`config.mk`:
```
export PLATFORM = sky130hd
export DESIGN_NAME = biriscv_branch_upd_arb
export DESIGN_NICKNAME = d
export VERILOG_FILES = /design/src/rtl/biriscv_branch_upd_arb.sv
export SDC_FILE = /design/constraint.sdc
export NUM_CORES = 1
export LEC_CHECK = 0
export CAP_MARGIN = 25
export CORE_ASPECT_RATIO = 0.9
export CORE_MARGIN = 5
export CORE_UTILIZATION = 45
export CTS_BUF_LIST = sky130_fd_sc_hd__clkbuf_4
export DETAILED_ROUTE_END_ITERATION = 8
export PLACE_DENSITY = 0.73
export SYNTH_ARGS = -nofsm -noshare
export SYNTH_HDL_FRONTEND = slang
export SYNTH_SLANG_ARGS = --single-unit
```
`constraint.sdc`:
```
create_clock -name clk_i -period 8.75 [get_ports clk_i]
set_input_delay 0.875 -clock clk_i [delete_from_list [all_inputs] [get_ports clk_i]]
set_output_delay 0.875 -clock clk_i [all_outputs]
set_load 0.01 [all_outputs]
```
`src/rtl/biriscv_branch_upd_arb.sv`:
```
// Merges resolved-branch records from both execute lanes into an in-order FIFO.
// The FIFO drains one record per cycle to the branch-predictor update port.
module biriscv_branch_upd_arb #(
  parameter int DEPTH = 4
) (
  input  logic                     clk_i,
  input  logic                     rst_i,
  input  logic                     br0_valid_i,
  input  logic                     br0_taken_i,
  input  logic [31:0]              br0_source_i,
  input  logic [31:0]              br0_pc_i,
  input  logic                     br0_is_call_i,
  input  logic                     br0_is_ret_i,
  input  logic                     br0_is_jmp_i,
  input  logic                     br1_valid_i,
  input  logic                     br1_taken_i,
  input  logic [31:0]              br1_source_i,
  input  logic [31:0]              br1_pc_i,
  input  logic                     br1_is_call_i,
  input  logic                     br1_is_ret_i,
  input  logic                     br1_is_jmp_i,
  output logic                     upd_valid_o,
  input  logic                     upd_ready_i,
  output logic                     upd_taken_o,
  output logic [31:0]              upd_source_o,
  output logic [31:0]              upd_pc_o,
  output logic                     upd_is_call_o,
  output logic                     upd_is_ret_o,
  output logic                     upd_is_jmp_o,
  output logic                     stall_o,
  output logic [$clog2(DEPTH):0]   occupancy_o,
  output logic [15:0]              drop_count_o
);

  localparam int AW = $clog2(DEPTH);
  localparam int CW = AW + 1;

  typedef struct packed {
    logic        taken;
    logic [31:0] source;
    logic [31:0] pc;
    logic        is_call;
    logic        is_ret;
    logic        is_jmp;
  } rec_t;

  rec_t          mem_q [DEPTH];
  rec_t          mem_d [DEPTH];
  logic [AW-1:0] wr_ptr_q, wr_ptr_d;
  logic [AW-1:0] rd_ptr_q, rd_ptr_d;
  logic [AW-1:0] wr_ptr_nx;
  logic [CW-1:0] count_q, count_d;
  logic [15:0]   drop_q, drop_d;

  rec_t          in0, in1, first_rec;
  logic          lane1_live;
  logic          deq;
  logic [1:0]    n_in, n_enq, n_drop;
  logic [CW:0]   free_slots;
  logic [16:0]   drop_sum;

  always_comb begin
    in0 = '{taken: br0_taken_i, source: br0_source_i, pc: br0_pc_i,
            is_call: br0_is_call_i, is_ret: br0_is_ret_i, is_jmp: br0_is_jmp_i};
    in1 = '{taken: br1_taken_i, source: br1_source_i, pc: br1_pc_i,
            is_call: br1_is_call_i, is_ret: br1_is_ret_i, is_jmp: br1_is_jmp_i};

    // A taken lane-0 branch means lane 1 executed on the wrong path.
    lane1_live = br1_valid_i && !(br0_valid_i && br0_taken_i);
    n_in       = {1'b0, br0_valid_i} + {1'b0, lane1_live};
    first_rec  = br0_valid_i ? in0 : in1;

    deq        = (count_q != '0) && upd_ready_i;
    free_slots = (CW+1)'(DEPTH) - {1'b0, count_q} + (CW+1)'(deq);

    // Incoming count never exceeds two, so a shortfall leaves free_slots at 0 or 1.
    if (free_slots >= (CW+1)'(n_in)) n_enq = n_in;
    else                              n_enq = free_slots[1:0];
    n_drop = n_in - n_enq;

    wr_ptr_nx = wr_ptr_q + 1'b1;
    mem_d     = mem_q;
    if (n_enq != 2'd0) mem_d[wr_ptr_q]  = first_rec;
    if (n_enq == 2'd2) mem_d[wr_ptr_nx] = in1;

    wr_ptr_d = wr_ptr_q + AW'(n_enq);
    rd_ptr_d = rd_ptr_q + AW'(deq);
    count_d  = count_q + CW'(n_enq) - CW'(deq);

    drop_sum = {1'b0, drop_q} + 17'(n_drop);
    drop_d   = drop_sum[16] ? 16'hFFFF : drop_sum[15:0];
  end

  always_ff @(posedge clk_i) begin
    if (rst_i) begin
      wr_ptr_q <= '0;
      rd_ptr_q <= '0;
      count_q  <= '0;
      drop_q   <= '0;
      for (int i = 0; i < DEPTH; i++) mem_q[i] <= '0;
    end else begin
      wr_ptr_q <= wr_ptr_d;
      rd_ptr_q <= rd_ptr_d;
      count_q  <= count_d;
      drop_q   <= drop_d;
      for (int i = 0; i < DEPTH; i++) mem_q[i] <= mem_d[i];
    end
  end

  assign upd_valid_o   = (count_q != '0);
  assign upd_taken_o   = mem_q[rd_ptr_q].taken;
  assign upd_source_o  = mem_q[rd_ptr_q].source;
  assign upd_pc_o      = mem_q[rd_ptr_q].pc;
  assign upd_is_call_o = mem_q[rd_ptr_q].is_call;
  assign upd_is_ret_o  = mem_q[rd_ptr_q].is_ret;
  assign upd_is_jmp_o  = mem_q[rd_ptr_q].is_jmp;
  assign stall_o       = (count_q > CW'(DEPTH - 2));
  assign occupancy_o   = count_q;
  assign drop_count_o  = drop_q;

endmodule

```
==> After elaboration in Yosys (flattened, before gate mapping) <==
Cells that the tools add are included.
{ "op_classes": {"n_addsub": 10, "n_lt_le_gt_ge": 7, "eq_ne": 1, "n_mux": 14, "bitwise_logic": 3, "reduce_logical": 8} }
{ "ops": {"columns": ["cell", "count"], "rows": [
  ["$bwmux W272", 2],
  ["$mux W272", 2],
  ["$mux W68", 5],
  ["$demux W68 S2", 2],
  ["$bmux W68 S2", 1],
  ["$add A16 B2 Y17", 1],
  ["$mux W16", 1],
  ["$ge A3 B3 Y1 const B", 3],
  ["$not A2 Y3", 3],
  ["$lt A3 B1 Y1 const B", 2],
  ["$logic_and A1 B1 Y1", 5],
  ["$add A4 B1 Y4", 1],
  ["$ge A4 B2 Y1", 1],
  ["$sub A3 B3 Y4 const A", 1],
  ["$add A3 B2 Y3", 1],
  ["$gt A3 B2 Y1 const B", 1],
  ["$reduce_bool A3 Y1", 1],
  ["$sub A3 B1 Y3", 1],
  ["$add A1 B1 Y2", 1],
  ["$add A2 B1 Y2", 1],
  ["$add A2 B1 Y2 const B", 1],
  ["$add A2 B2 Y2", 1],
  ["$eq A2 B2 Y1 const B", 1],
  ["$mux W2", 1],
  ["3 further kinds", 3]
]} }
{ "totals": {"regBits": 295, "in_bits": 141} }

==> Depth between registers and ports, before layout <==
{ "logic_depth": {"word_depth": 10, "mapped_depth": 21, "mapped_depth_nobuf": 18} }

==> Least setup slack after synthesis <==
Ideal clock, no wire load.
{ "synth_timing": {"path_kind": "input to register", "start": "input port br0_valid_i", "end": "register drop_q[10] (netlist: drop_count_o[10])", "setup_ns": 0.071, "t_arrival_ns": 5.378, "t_required_ns": 8.679, "path_slack_ns": 3.301, "path_stages": 19, "cell_sequence": "clkbuf_1 > buf_1 > buf_1 > a21boi_0 > ha_1 > ha_1 > nand2b_1 > a221o_1 > buf_6 > o21ai_0 > ha_1 > inv_1 > ha_1 > fa_1 > nand4_1 > nor4_1 > nand3_1 > clkbuf_1 > a21oi_1"} }
{ "synth_between": {"elab_chain_cells": 9} }
{ "synth_rtl": {"columns": ["item", "line_no", "source"], "rows": [
  ["start, declared", "8", "input logic br0_valid_i,"],
  ["$logic_and A1 B1 Y1", "69", "lane1_live = br1_valid_i && !(br0_valid_i && br0_taken_i);"],
  ["$logic_not A1 Y1", "69", null],
  ["$logic_and A1 B1 Y1", "69", null],
  ["$add A1 B1 Y2 *", "70", "n_in = {1'b0, br0_valid_i} + {1'b0, lane1_live};"],
  ["$ge A4 B2 Y1", "77", "if (free_slots >= (CW+1)'(n_in)) n_enq = n_in;"],
  ["$mux W2", "77", null],
  ["$sub A2 B2 Y2 *", "79", "n_drop = n_in - n_enq;"],
  ["$add A16 B2 Y17 *", "90", "drop_sum = {1'b0, drop_q} + 17'(n_drop);"],
  ["$mux W16 *", "91", "drop_d = drop_sum[16] ? 16'hFFFF : drop_sum[15:0];"],
  ["end signal, assigned", "105", "drop_q <= drop_d;"],
  ["end, declared", "53", "logic [15:0] drop_q, drop_d;"]
]} }
Every way passes the cells marked *; elsewhere a longest branch is shown, timed or not.
A chain may end at the register's enable or synchronous reset.

==> Worst setup path after layout <==
{ "layout_timing": {"start": "input port br1_valid_i", "end": "register drop_q[1] (netlist: drop_count_o[1])"} }
{ "layout_between": {"elab_chain_cells": 7} }
{ "layout_rtl": {"columns": ["item", "line_no", "source"], "rows": [
  ["start, declared", "15", "input logic br1_valid_i,"],
  ["$logic_and A1 B1 Y1 *", "69", null],
  ["$add A1 B1 Y2 *", "70", null],
  ["$ge A4 B2 Y1", "77", null],
  ["$mux W2", "77", null],
  ["$sub A2 B2 Y2 *", "79", null],
  ["$add A16 B2 Y17 *", "90", null],
  ["$mux W16 *", "91", null]
]} }
Marked as above.

==> implementation parameters <==
Parameter                              Value

Finish
  Fraction of final layout cells sized beyond drive strength 1    19.3%
  Area of all placed cells without fillers    18,000 um^2
  Share of the core filled with cells    56.6%
  Sequential cell area    5910 um^2
  Filler cells    2,729
  Area of combinational cells with multiple inputs    8010 um^2
  Synthesis-to-finish area growth    24.4%
  Commonest non-fill, non-tap cell in the layout    dfxtp_1
  Most used cells in the layout excluding fill and tap cells    dfxtp_1, mux2i_1, o22ai_1
  Number of nets in the final layout    1,668

Clock network
  Clock transition time at the flip-flop clock pins of the worst setup and hold paths    0.06 ns
  Cell at the root of the clock tree    clkbuf_4
  TritonCTS clock tree    yes
  Count of clock tree sinks    295
  Count of hold-fix buffers inserted at cts    0
  Clk Latency, worst-skew pair    0.71 ns
  Number of buffers inserted during clock tree synthesis    78
  CTS max path bufs    3
  Post-cts gate resize count    0
  Buffer count from post-CTS setup fixing    0
  Depth of the CTS H-tree    3

Synthesis
  Number of standard cells after synthesis    1,303
  Number of distinct library cells after synthesis    43
  Fraction of registers with async set or reset after synthesis    0%
  Netlist area before placement    14,500 um^2
  Sequential cell area fraction in the yosys report    40.8%
  Post-synth EDFFs    0
  Most used flip-flop cell after synthesis    dfxtp_1
  Synthesized area per cell    11.1 um^2
  Synth Warn #    0
  Register bit count reported by yosys    295
  Post-synth net total    1,459

Run status
  Status    finished, final reports clean

Worst setup path
  R2R Path Start    occupancy_o[1]
  Worst setup path endpoint    drop_count_o[1]
  Worst setup path startpoint    br1_valid_i
  Start-to-end type of the worst setup path    primary input to flip-flop
  Maximum fanout along the worst path    14
  Category of the worst setup path capture point    flip-flop
  Data required time at the worst endpoint    9.34 ns
  R2R setup slack    3.24 ns
  Worst-case reg-to-reg path depth    16
  Data arrival time of the critical path    6.17 ns
  Endpoint of the worst-slack reg-to-reg timing path    drop_count_o[1]
  Worst Setup Start Kind    primary input

GRT
  Initial antenna violation count    1
  Maximum number of pins on one net before global-route repair    69
  Number of global-route vias before repair    12,700
  GRT Total Usage    24.0%
  First-pass GRT wire length    69.5 mm
  Total grt overflow    0

Min path
  Worst hold stages    2
  Hold Crit Class    flip-flop to flip-flop
  Launch instance of the worst min-delay path    mem_q[9]

Drt
  Routed via count    12,000
  Detailed Route Iter0 Violations    766
  Antenna-violating nets left    0
  Vias per std cell    6.02
  Routed WL per cell    22.4 um
  Wire length reported by the detailed router    44.6 mm
  Residual DRC    0
  Number of optimization iterations in the first detailed-route pass    5

STA
  Final min period    5.58 ns
  Worst-Margin Slew    0.942 ns
  Post-route clock period utilization    63.8%
  Final Hold Fails    0
  Slew Limit Headroom    37.2%
  RSZ-0062 raised after global routing    no
  Max Clock Skew    0.0480 ns
  Max Clk Rate    179 MHz
  Max Transition Viols Final    0
  Final-layout setup total negative slack    0 ns
  Number of setup violations in the final report    0

Placement
  Global placer's final weighted congestion    0.755
  Detailed-placement wirelength estimate    26.0 mm
  Dpl cell area    17,000 um^2
  Number of buffers inserted by port buffering    229

Floorplan
  DIE WIDTH    199 um
  I/O pin cnt    230
  Die area    35,800 um^2
  Vertical die dimension    180 um
  Standard-cell row count    62
  Effective utilization at floorplan    45.5%
  Placeable core area    31,800 um^2

Run
  Max-cap viol count    0

Power
  Worst vdd rail ir drop    0.195 mV
  Cell Pwr Density    310 nW/um^2
  Static leakage    6.06 nW
## final cells by class
class                           count  area share (%)
Multi-Input combinational cell    870            44.5
Sequential cell                   295            32.9
Timing Repair Buffer              251            13.7
Clock buffer                      108            4.50
Tap cell                          416            2.89
Clock inverter                     33            1.17
Inverter                           16           0.334
Antenna cell                        2          0.0278
## kinds of logic after synthesis
kind of cell	share of synthesized area, %
and+or+nand+nor	3.63
AOI/OAI and AO/OA	13.5
buffers and inverters	4.32
adders and majority gates	1.40
muxes	35.3
DFF	40.8
xor gates and xnor gates	1.09
## registers in the layout, indices dropped and copies added (netlist names)
name,cells
drop_count_o,16
occupancy_o,3
rd_ptr_q,2
mem_q,272
wr_ptr_q,2
## stage by stage
step                std cells  power, mW  setup WS [ns]  hold slack (ns)
global route             1991       5.90           2.94            0.546
detailed placement       1847       4.35           2.55            0.505
finish                   1991       5.59           3.17            0.520
global placement         1847       4.29           2.69            0.492
floorplan                1303       3.55           3.30            0.480
CTS                      1988       5.61           3.25            0.522
## where the power goes
group          internal [mW]  switching (mW)
clock                  0.664           0.581
combinational           1.25            1.19
sequential              1.68           0.225
total                   3.59            2.00
## worst max-delay path: stages
cell and delay, ns:
clkdlybuf4s50_1 0.45, a21boi_0 0.38, ha_1 0.40, ha_1 0.32, nand2b_1 0.14, a221o_1 0.57
o21ai_0 0.50, ha_1 0.31, inv_1 0.06, ha_1 0.18, fa_1 0.27, nand4_1 0.19
nor4_1 0.66, nand3_1 0.57, a21oi_1 0.29
## synth_stat cells (13+ instances only)
library cell | instances | area (um^2)
inv_1 | 15 | 56.3
o22ai_1 | 262 | 1640
a21oi_1 | 14 | 70.1
mux4_2 | 68 | 1530
nand2_1 | 81 | 304
clkbuf_1 | 69 | 259
buf_2 | 32 | 160
mux2_2 | 68 | 766
dfxtp_1 | 295 | 5910
xnor2_1 | 14 | 123
ha_1 | 13 | 163
mux2i_1 | 275 | 2750
## per-layer routing
| layer | track usage (%) | wire (um) | up-vias |
|---|---|---|---|
| li1 | - | - | 5536 |
| met1 | 31.4 | 18900 | 5913 |
| met2 | 39.9 | 21600 | 469 |
| met3 | 4.80 | 3200 | 68 |
| met4 | 7.58 | 845 | 0 |
| met5 | 0 | 0 | - |
## worst min-delay path by stage
stage / slack, ns / endpoint
CTS: 0.52 / mem_q[20]
floorplan: 0.48 / mem_q[249]
global placement: 0.49 / mem_q[240]
detailed placement: 0.50 / mem_q[42]
finish: 0.52 / mem_q[9]
global route: 0.55 / mem_q[44]
Power figures use the tool's default switching activity.
